<file path="config.mk">
export PLATFORM = sky130hd
export DESIGN_NAME = nor_chain_stim_gen
export DESIGN_NICKNAME = d
export VERILOG_FILES = /design/src/rtl/nor_chain_stim_gen.sv
export SDC_FILE = /design/constraint.sdc
export NUM_CORES = 1
export LEC_CHECK = 0
export ABC_AREA = 0
export CAP_MARGIN = 20
export CORE_MARGIN = 10
export CORE_UTILIZATION = 57
export DETAILED_ROUTE_END_ITERATION = 10
export MAX_ROUTING_LAYER = met4
export PLACE_DENSITY_LB_ADDON = 0.25
export SYNTH_ARGS = -nofsm -noshare
export SYNTH_HDL_FRONTEND = slang
export SYNTH_SLANG_ARGS = --single-unit
</file>
<file path="constraint.sdc">
create_clock -name CLK -period 7.38 [get_ports CLK]
set_input_delay 1.476 -clock CLK [delete_from_list [all_inputs] [get_ports CLK]]
set_output_delay 1.476 -clock CLK [all_outputs]
set_load 0.03 [all_outputs]
</file>
<file path="src/rtl/nor_chain_stim_gen.sv">
// Burst stimulus generator for the NOR-chain inputs: counted A1 pulses, A2 replays A1 edges after a skew.
// Optional macro STIM_PULSE_CNT_EN adds the PULSE_CNT output (completed-pulse counter).
module nor_chain_stim_gen #(
   parameter int CNT_W = 16,
   parameter int NP_W  = 8
) (
   input  logic             CLK,
   input  logic             RST,
   input  logic             START,
   input  logic             ABORT,
   input  logic [CNT_W-1:0] HIGH_LEN,
   input  logic [CNT_W-1:0] LOW_LEN,
   input  logic [CNT_W-1:0] SKEW,
   input  logic [NP_W-1:0]  NUM_PULSES,
   output logic             BUSY,
   output logic             DONE,
   output logic             A1,
`ifdef STIM_PULSE_CNT_EN
   output logic [NP_W-1:0]  PULSE_CNT,
`endif
   output logic             A2
);

   typedef enum logic [1:0] {IDLE, HIGH, LOW, FIN} state_t;

   state_t           state_q, state_d;
   logic [CNT_W-1:0] phase_cnt_q, phase_cnt_d;
   logic [CNT_W-1:0] skew_cnt_q, skew_cnt_d;
   logic [CNT_W-1:0] high_q, high_d;
   logic [CNT_W-1:0] low_q, low_d;
   logic [CNT_W-1:0] skew_q, skew_d;
   logic [NP_W-1:0]  pulses_q, pulses_d;
   logic [NP_W-1:0]  pulse_cnt_q, pulse_cnt_d;
   logic             a1_q, a1_d, a2_q, a2_d, busy_q, busy_d, done_q, done_d;

   logic [CNT_W-1:0] eff_high, eff_low, eff_skew, skew_lim, skew_sel;
   logic             launch, abort_hit, phase_done;

   // Clamp computed from the live inputs; only used in the launch cycle.
   assign eff_high = (HIGH_LEN == '0) ? CNT_W'(1) : HIGH_LEN;
   assign eff_low  = (LOW_LEN == '0) ? CNT_W'(1) : LOW_LEN;
   assign skew_lim = ((eff_high < eff_low) ? eff_high : eff_low) - CNT_W'(1);
   assign eff_skew = (SKEW > skew_lim) ? skew_lim : SKEW;

   assign launch     = (state_q == IDLE) && START && (NUM_PULSES != '0);
   assign abort_hit  = (state_q != IDLE) && ABORT;
   assign phase_done = (phase_cnt_q == '0);
   assign skew_sel   = launch ? eff_skew : skew_q;

   // NOTE: sequential state uses non-blocking assignments so every flop samples pre-edge values.
   always_ff @(posedge CLK or posedge RST) begin
      if (RST) begin
         state_q     <= IDLE;
         phase_cnt_q <= '0;
         skew_cnt_q  <= '0;
         high_q      <= '0;
         low_q       <= '0;
         skew_q      <= '0;
         pulses_q    <= '0;
         pulse_cnt_q <= '0;
         a1_q        <= 1'b0;
         a2_q        <= 1'b0;
         busy_q      <= 1'b0;
         done_q      <= 1'b0;
      end else begin
         state_q     <= state_d;
         phase_cnt_q <= phase_cnt_d;
         skew_cnt_q  <= skew_cnt_d;
         high_q      <= high_d;
         low_q       <= low_d;
         skew_q      <= skew_d;
         pulses_q    <= pulses_d;
         pulse_cnt_q <= pulse_cnt_d;
         a1_q        <= a1_d;
         a2_q        <= a2_d;
         busy_q      <= busy_d;
         done_q      <= done_d;
      end
   end

   // NOTE: every comb output gets a default first, so no path can infer a latch.
   always_comb begin
      state_d = state_q;
      if (abort_hit) begin
         state_d = IDLE;
      end else begin
         unique case (state_q)
            IDLE:    if (launch) state_d = HIGH;
            HIGH:    if (phase_done) state_d = LOW;
            LOW:     if (phase_done) state_d = (pulses_q == NP_W'(1)) ? FIN : HIGH;
            FIN:     state_d = IDLE;
            default: state_d = IDLE;
         endcase
      end
   end

   always_comb begin
      phase_cnt_d = phase_cnt_q;
      skew_cnt_d  = skew_cnt_q;
      high_d      = high_q;
      low_d       = low_q;
      skew_d      = skew_q;
      pulses_d    = pulses_q;
      pulse_cnt_d = pulse_cnt_q;
      a2_d        = a2_q;

      // Output flops follow the next state, so A1/BUSY/DONE change on the transition edge.
      a1_d   = (state_d == HIGH);
      busy_d = (state_d == HIGH) || (state_d == LOW);
      done_d = (state_d == FIN);

      if (abort_hit) begin
         phase_cnt_d = '0;
         skew_cnt_d  = '0;
         pulses_d    = '0;
         a2_d        = 1'b0;
      end else begin
         if (launch) begin
            high_d      = eff_high;
            low_d       = eff_low;
            skew_d      = eff_skew;
            pulses_d    = NUM_PULSES;
            pulse_cnt_d = '0;
            phase_cnt_d = eff_high - CNT_W'(1);
         end else if (state_q == HIGH) begin
            phase_cnt_d = phase_done ? (low_q - CNT_W'(1)) : (phase_cnt_q - CNT_W'(1));
         end else if (state_q == LOW) begin
            if (phase_done) begin
               pulses_d    = pulses_q - NP_W'(1);
               pulse_cnt_d = pulse_cnt_q + NP_W'(1);
               phase_cnt_d = high_q - CNT_W'(1);
            end else begin
               phase_cnt_d = phase_cnt_q - CNT_W'(1);
            end
         end

         // The clamp guarantees a pending A2 edge always lands before the next A1 edge.
         if (a1_d != a1_q) begin
            if (skew_sel == '0) a2_d = a1_d;
            else skew_cnt_d = skew_sel;
         end else if (skew_cnt_q != '0) begin
            skew_cnt_d = skew_cnt_q - CNT_W'(1);
            if (skew_cnt_q == CNT_W'(1)) a2_d = a1_q;
         end
      end
   end

   assign A1   = a1_q;
   assign A2   = a2_q;
   assign BUSY = busy_q;
   assign DONE = done_q;
`ifdef STIM_PULSE_CNT_EN
   assign PULSE_CNT = pulse_cnt_q;
`endif

endmodule

</file>
# ---- Word-level counts from Yosys, hierarchy flattened
# Index checks and enable logic that the tools add are counted.
dict set report classes {
  add_sub_neg 7
  n_mul 0
  div_mod_pow 0
  order_cmp 2
  n_eq_ne 12
  shift 0
  muxes 31
  n_bitwise 1
  reduce_logical 21
}
# operator count
set op_table {}
lappend op_table {{$mux W16} 15}
lappend op_table {{$sub A16 B1 Y16 const B} 6}
lappend op_table {{$logic_not A16 Y1} 4}
lappend op_table {{$mux W8} 5}
lappend op_table {{$eq A16 B1 Y1 const B} 1}
lappend op_table {{$gt A16 B16 Y1} 1}
lappend op_table {{$lt A16 B16 Y1} 1}
lappend op_table {{$reduce_bool A16 Y1} 1}
lappend op_table {{$reduce_bool A3 Y1} 4}
lappend op_table {{$mux W2} 5}
lappend op_table {{$eq A2 B2 Y1 const B} 4}
lappend op_table {{$eq A8 B1 Y1 const B} 1}
lappend op_table {{$pmux W2 S4} 1}
lappend op_table {{$reduce_bool A8 Y1} 1}
lappend op_table {{$sub A8 B1 Y8 const B} 1}
lappend op_table {{$ne A3 B3 Y1 const B} 2}
lappend op_table {{$reduce_and A3 Y1} 2}
lappend op_table {{$mux W1} 5}
lappend op_table {{$eq A2 B1 Y1 const B} 2}
lappend op_table {{$reduce_and A2 Y1} 2}
lappend op_table {{$reduce_bool A4 Y1} 1}
lappend op_table {{$logic_and A1 B1 Y1} 3}
lappend op_table {{$ne A3 B2 Y1 const B} 1}
lappend op_table {{$logic_not A2 Y1} 1}
lappend op_table {{4 further kinds} 4}
dict set report totals {
  regBits 94
  latchBits 0
  mem_bits_rw 0
  mem_bits_ro 0
  inputBits 60
  output_inout_bits 4
  wordCells 85
  memories 0
}

# ---- Logic depth before layout (Yosys ltp)
dict set report logic_depth {
  depth_word 12
  mapped_depth 34
  depth_no_buf 26
}

# ---- Worst setup path before layout
# No wires, ideal clock.
dict set report synth_timing {
  path_kind {input-to-reg}
  start {in HIGH_LEN[12]}
  end {reg skew_cnt_q[1]}
  setup_time_ns 0.079
  t_arrival_ns 8.093
  required_ns 7.301
  path_slack_ns -0.793
  path_stages 31
  cell_sequence {buf_2 -> or4_1 -> nor4_4 -> a2111oi_1 -> o2111ai_2 -> buf_6 -> clkbuf_1 -> mux2_2 -> ha_1 -> clkbuf_1 -> nand2b_1 -> nor3_1 -> nand2_1 -> xor2_1 -> mux2i_1 -> inv_1 -> ha_1 -> nand2_1 -> nor4_1 -> a21oi_1 -> a21o_1 -> clkbuf_1 -> and2_1 -> clkbuf_1 -> a221o_1 -> or3_1 -> or4_1 -> buf_2 -> o21ai_4 -> buf_6 -> mux2i_1}
}
dict set report synth_between {
  elab_chain_cells 11
  elab_cells_between_ends 14
  classes_between {add/sub (1); order compare (2); eq/ne (1); mux (7); reduce/logical (3)}
}
# item line
set synth_rtl {}
lappend synth_rtl {{from (decl)} 11} ;# input logic [CNT_W-1:0] HIGH_LEN,
lappend synth_rtl {{$logic_not A16 Y1} 40} ;# assign eff_high = (HIGH_LEN == '0) ? CNT_W'(1) : HIGH_LEN;
lappend synth_rtl {{$mux W16 *} 40}
lappend synth_rtl {{$lt A16 B16 Y1} 42} ;# assign skew_lim = ((eff_high < eff_low) ? eff_high : eff_low) - CNT_W'(1);
lappend synth_rtl {{$mux W16 *} 42}
lappend synth_rtl {{$sub A16 B1 Y16 *} 42}
lappend synth_rtl {{$gt A16 B16 Y1} 43} ;# assign eff_skew = (SKEW > skew_lim) ? skew_lim : SKEW;
lappend synth_rtl {{$mux W16 *} 43}
lappend synth_rtl {{$mux W16 *} -}
lappend synth_rtl {{$logic_not A16 Y1 or $mux W16 (tied branches)} 139} ;# if (skew_sel == '0) a2_d = a1_d;
lappend synth_rtl {{$ne A3 B3 Y1 (no source line) or $mux W16 (tied branches)} -}
lappend synth_rtl {{$reduce_and A2 Y1 (no source line) or $mux W16 (tied branches)} -}
lappend synth_rtl {{to (signal assigned)} 68} ;# skew_cnt_q <= skew_cnt_d;
lappend synth_rtl {{to (decl)} 28} ;# logic [CNT_W-1:0] skew_cnt_q, skew_cnt_d;
# Mark *: on every way between the ends. The rest lies on a longest branch, timed or not. The select of a mux whose other input is x is not followed.
# A chain may end at the register's enable or synchronous reset.

# ---- Worst setup path in the final report
dict set report layout_timing {
  start {in HIGH_LEN[11]}
  end {reg a2_q (netlist: A2)}
}
dict set report layout_between {
  elab_chain_cells 11
}
# item line
set layout_rtl {}
lappend layout_rtl {{$logic_not A16 Y1} 40}
lappend layout_rtl {{$mux W16 *} 40}
lappend layout_rtl {{$lt A16 B16 Y1} 42}
lappend layout_rtl {{$mux W16 *} 42}
lappend layout_rtl {{$sub A16 B1 Y16 *} 42}
lappend layout_rtl {{$gt A16 B16 Y1} 43}
lappend layout_rtl {{$mux W16 *} 43}
lappend layout_rtl {{$mux W16 *} -}
lappend layout_rtl {{$logic_not A16 Y1 *} 139}
lappend layout_rtl {{$ne A3 B2 Y1 (no source line) *} -}
lappend layout_rtl {{$reduce_and A3 Y1 (no source line) *} -}
lappend layout_rtl {{to (signal assigned)} 62} ;# a2_q <= 1'b0;
lappend layout_rtl {{to (signal assigned)} 75} ;# a2_q <= a2_d;
lappend layout_rtl {{to (decl)} 34} ;# logic a1_q, a1_d, a2_q, a2_d, busy_q, busy_d, done_q, done_d;
# Mark *: on every way between the ends. The rest lies on a longest branch, timed or not.

==> results.txt <==
DRT Pass-1 Iters -> 8
Clk root buf -> clkbuf_16
Area of the multi-input gates -> 4700 um2
Post-DP HPWL -> 17.1 mm
Comb pwr share -> 0.480
Pre-CTS setup slack -> -0.285 ns
Final setup margin -> 0.234 ns
Synthesized area -> 7400 um2
Sequential fraction of design power -> 0.330
Part of the cycle the worst path needs -> 0.968
Final WL -> 22.6 mm
Row count -> 41
Minimum clock period -> 7.15 ns
Status -> completed
Die H -> 134 um
Sequential cell area fraction in the yosys report -> 0.318
CP max stage cell -> or4_4
CTS tree -> yes
Switching power share of the total -> 0.421
Vias/cell -> 6.13
Drt drc -> 0
Internal Pwr Total -> 1.77 mW
Hold Vio Cnt, Final -> 0
Worst EP required -> 7.65 ns
Final setup TNS -> 0 ns
Power per cell area -> 330 nW/um2
Avg Cell Area, Syn -> 7.93 um2
Crit path launch type -> input port
Synth Register Bits -> 94
Synth cell count leaders -> nand2_1, dfrtp_1, nor2_1
Syn-to-layout area delta -> 25.4%
Finished Core Util -> 0.733
GRT Util Overall -> 0.257
Max incr delay on CP -> 0.49 ns
Vias after detailed routing -> 7,493
Endpoints failing setup -> 0
Synth area leader -> dfrtp_1
Top cells by area, synth -> dfrtp_1, ha_1, nand2_1, xnor2_1, nor2_1
CP Launch Point -> HIGH_LEN[11]
WL per Instance -> 18.5 um
CP max FO -> 7
H-tree lvl count -> 3
Crit end category -> flop
Num CTS Buffers -> 9
GPL Wtd Cong -> 0.996
Overflow after GRT -> 0
Worst r2r src -> phase_cnt_q[2]$_DFFE_PP0P_
Total die area -> 17,900 um2
Synth unique cells -> 64
ANT cells -> 0
Max Slew Vio Count -> 0
Hold_sp -> high_q[15]$_DFFE_PP0P_
Core area -> 12,700 um2
Max Clk Rate -> 140 MHz
Initial antenna violation count -> 0
Top-count cell post-synth -> nand2_1
Layout cells sized above 1 -> 0.142
Vias in the first global route -> 7,279
Critical path type -> input port to flop
Worst hold path class -> flop to flop
Routed Antenna Nets -> 0
Synth warn -> 0
WP buf/inv -> 5
Largest net degree at the start of global routing -> 90
Asr flop ratio synth -> 1.00
First-pass GRT wire length -> 37.1 mm
Fillers -> 1,000
Clock power frac -> 0.190
Sw Pwr -> 1.29 mW
Max_cap viols -> 0
Leak -> 4.08 nW
Final setup skew -> 0.00915 ns
Top Ports -> 64
Post-synth EDFFs -> 0
Max clock buf depth -> 2
Slew HR -> 0.404
Initial Utilization -> 0.584
Peak supply drop -> 0.000197 V
CP top delay family -> compound AO/OA/AOI/OAI gates
Net count after synthesis -> 1,040
Initial DRC count -> 900
Clk Latency, worst-skew pair -> 0.35 ns
NumNets Final -> 1,151
Clock-pin slew on the worst setup and hold paths -> 0.06 ns
Main synth FF type -> dfrtp_1
Power Total -> 3.06 mW
TritonCTS Sinks -> 94
Chip Width -> 134 um
Register area -> 2350 um2
Tightest Pin Transition -> 0.894 ns
Post-Syn Instances -> 934
Yosys top cell area share -> 0.318
# port buffers -> 63
Worst EP arrival -> 7.42 ns
Hold Slack -> 0.509 ns
[power by group through the flow]
stage	combinational, mW	sequential (mW)	clock, mW
after detailed placement	1.40	1.01	0
final	1.47	1.01	0.580
after floorplan	1.04	0.950	0
after CTS	1.42	1.00	0.582
after global routing	1.65	1.04	0.605
after global placement	1.37	0.994	0
[final timing paths]
path / endpoint / slack (ns) / cells past startpoint
worst max-delay path: A2$_DFFE_PP0P_ / 0.23 / 28
worst min-delay path: high_q[15]$_DFFE_PP0P_ / 0.51 / 2
worst max register to register: skew_cnt_q[5]$_DFFE_PP0P_ / 2.58 / 13
worst min register to register: high_q[15]$_DFFE_PP0P_ / 0.51 / 2
max in group asynchronous: high_q[9]$_DFFE_PP0P_ / 4.75 / 3
min in group asynchronous: pulses_q[5]$_DFFE_PP0P_ / 1.43 / 2
[worst register-to-register path, stage by stage (launching register included)]
cell     delay [ns]
dfrtp_1        0.43
nor3_1         0.40
and4_1         0.32
and3_1         0.46
nor2_1         0.07
o41ai_1        0.59
ha_1           0.31
ha_1           0.14
buf_4          0.30
nand2_1        0.22
nor3_1         0.78
nor2_1         0.25
a22o_1         0.27
a21o_1         0.15
[cell families (layout without fill, tap and decap cells)]
group | Yosys count | after routing | share of synthesized area
compound gates | 222 | 222 | 0.199
xor+xnor | 63 | 63 | 0.0745
fa+ha+maj | 46 | 46 | 0.0778
buf+inv | 118 | 234 | 0.0634
flops | 94 | 94 | 0.318
mux | 21 | 21 | 0.0292
simple gates | 370 | 370 | 0.238
[cell type report]
| class | count | share of cell area |
|---|---|---|
| Timing Repair Buffer | 163 | 0.154 |
| Sequential cell | 94 | 0.253 |
| Multi-Input combinational cell | 722 | 0.507 |
| Tap cell | 172 | 0.0232 |
| Clock buffer | 11 | 0.0261 |
| Inverter | 55 | 0.0225 |
| Clock inverter | 5 | 0.0139 |
[metrics by stage]
stage / instances / area (um2)
after floorplan: 934 / 7490
after global placement: 1200 / 8750
after detailed placement: 1200 / 8750
after CTS: 1216 / 9130
after global routing: 1222 / 9280
final: 1222 / 9280
[what timing repair did]
action                                  CTS  global route
setup buffers                             0             5
gates resized for setup                   0            19
endpoints found under the setup margin    0            17
hold buffers                              0             0
[placed cells by master (no fill, tap or decap), types with 5 or more instances in the layout]
cell type,Yosys,layout
a211oi_1,23,23
a21oi_1,54,52
a222oi_1,6,6
a22o_1,8,8
and2_1,6,5
and3_1,7,6
buf_4,0,97
clkbuf_16,0,9
clkdlybuf4s50_1,0,58
dfrtp_1,94,94
dlymetal6s2s_1,0,5
ha_1,46,43
inv_1,55,54
mux2i_1,16,16
nand2_1,134,134
nand2b_1,8,7
nand3_1,16,15
nand4_1,11,11
nor2_1,82,81
nor3_1,42,40
nor4_1,18,17
o211ai_1,14,14
o21a_1,9,9
o21ai_0,59,57
o2bb2ai_1,5,5
or3_1,15,15
or4_1,12,11
xnor2_1,41,41
xor2_1,22,22
[sequential cells by signal, indices dropped and copies added (netlist names)]
signal and count:
state_q 2, pulses_q 8, skew_q 16, phase_cnt_q 16, A2 1, BUSY 1, DONE 1, low_q 16
A1 1, high_q 16, skew_cnt_q 16
[layer usage]
metal / part of all wire / wire length [um] / track usage
met2: 0.47 / 10500 / 0.403
met4: 0.020 / 456 / 0.0707
met3: 0.073 / 1660 / 0.0355
met5: 0 / 0 / -
met1: 0.44 / 9960 / 0.342
No activity file was read; power rests on OpenSTA's default activity.
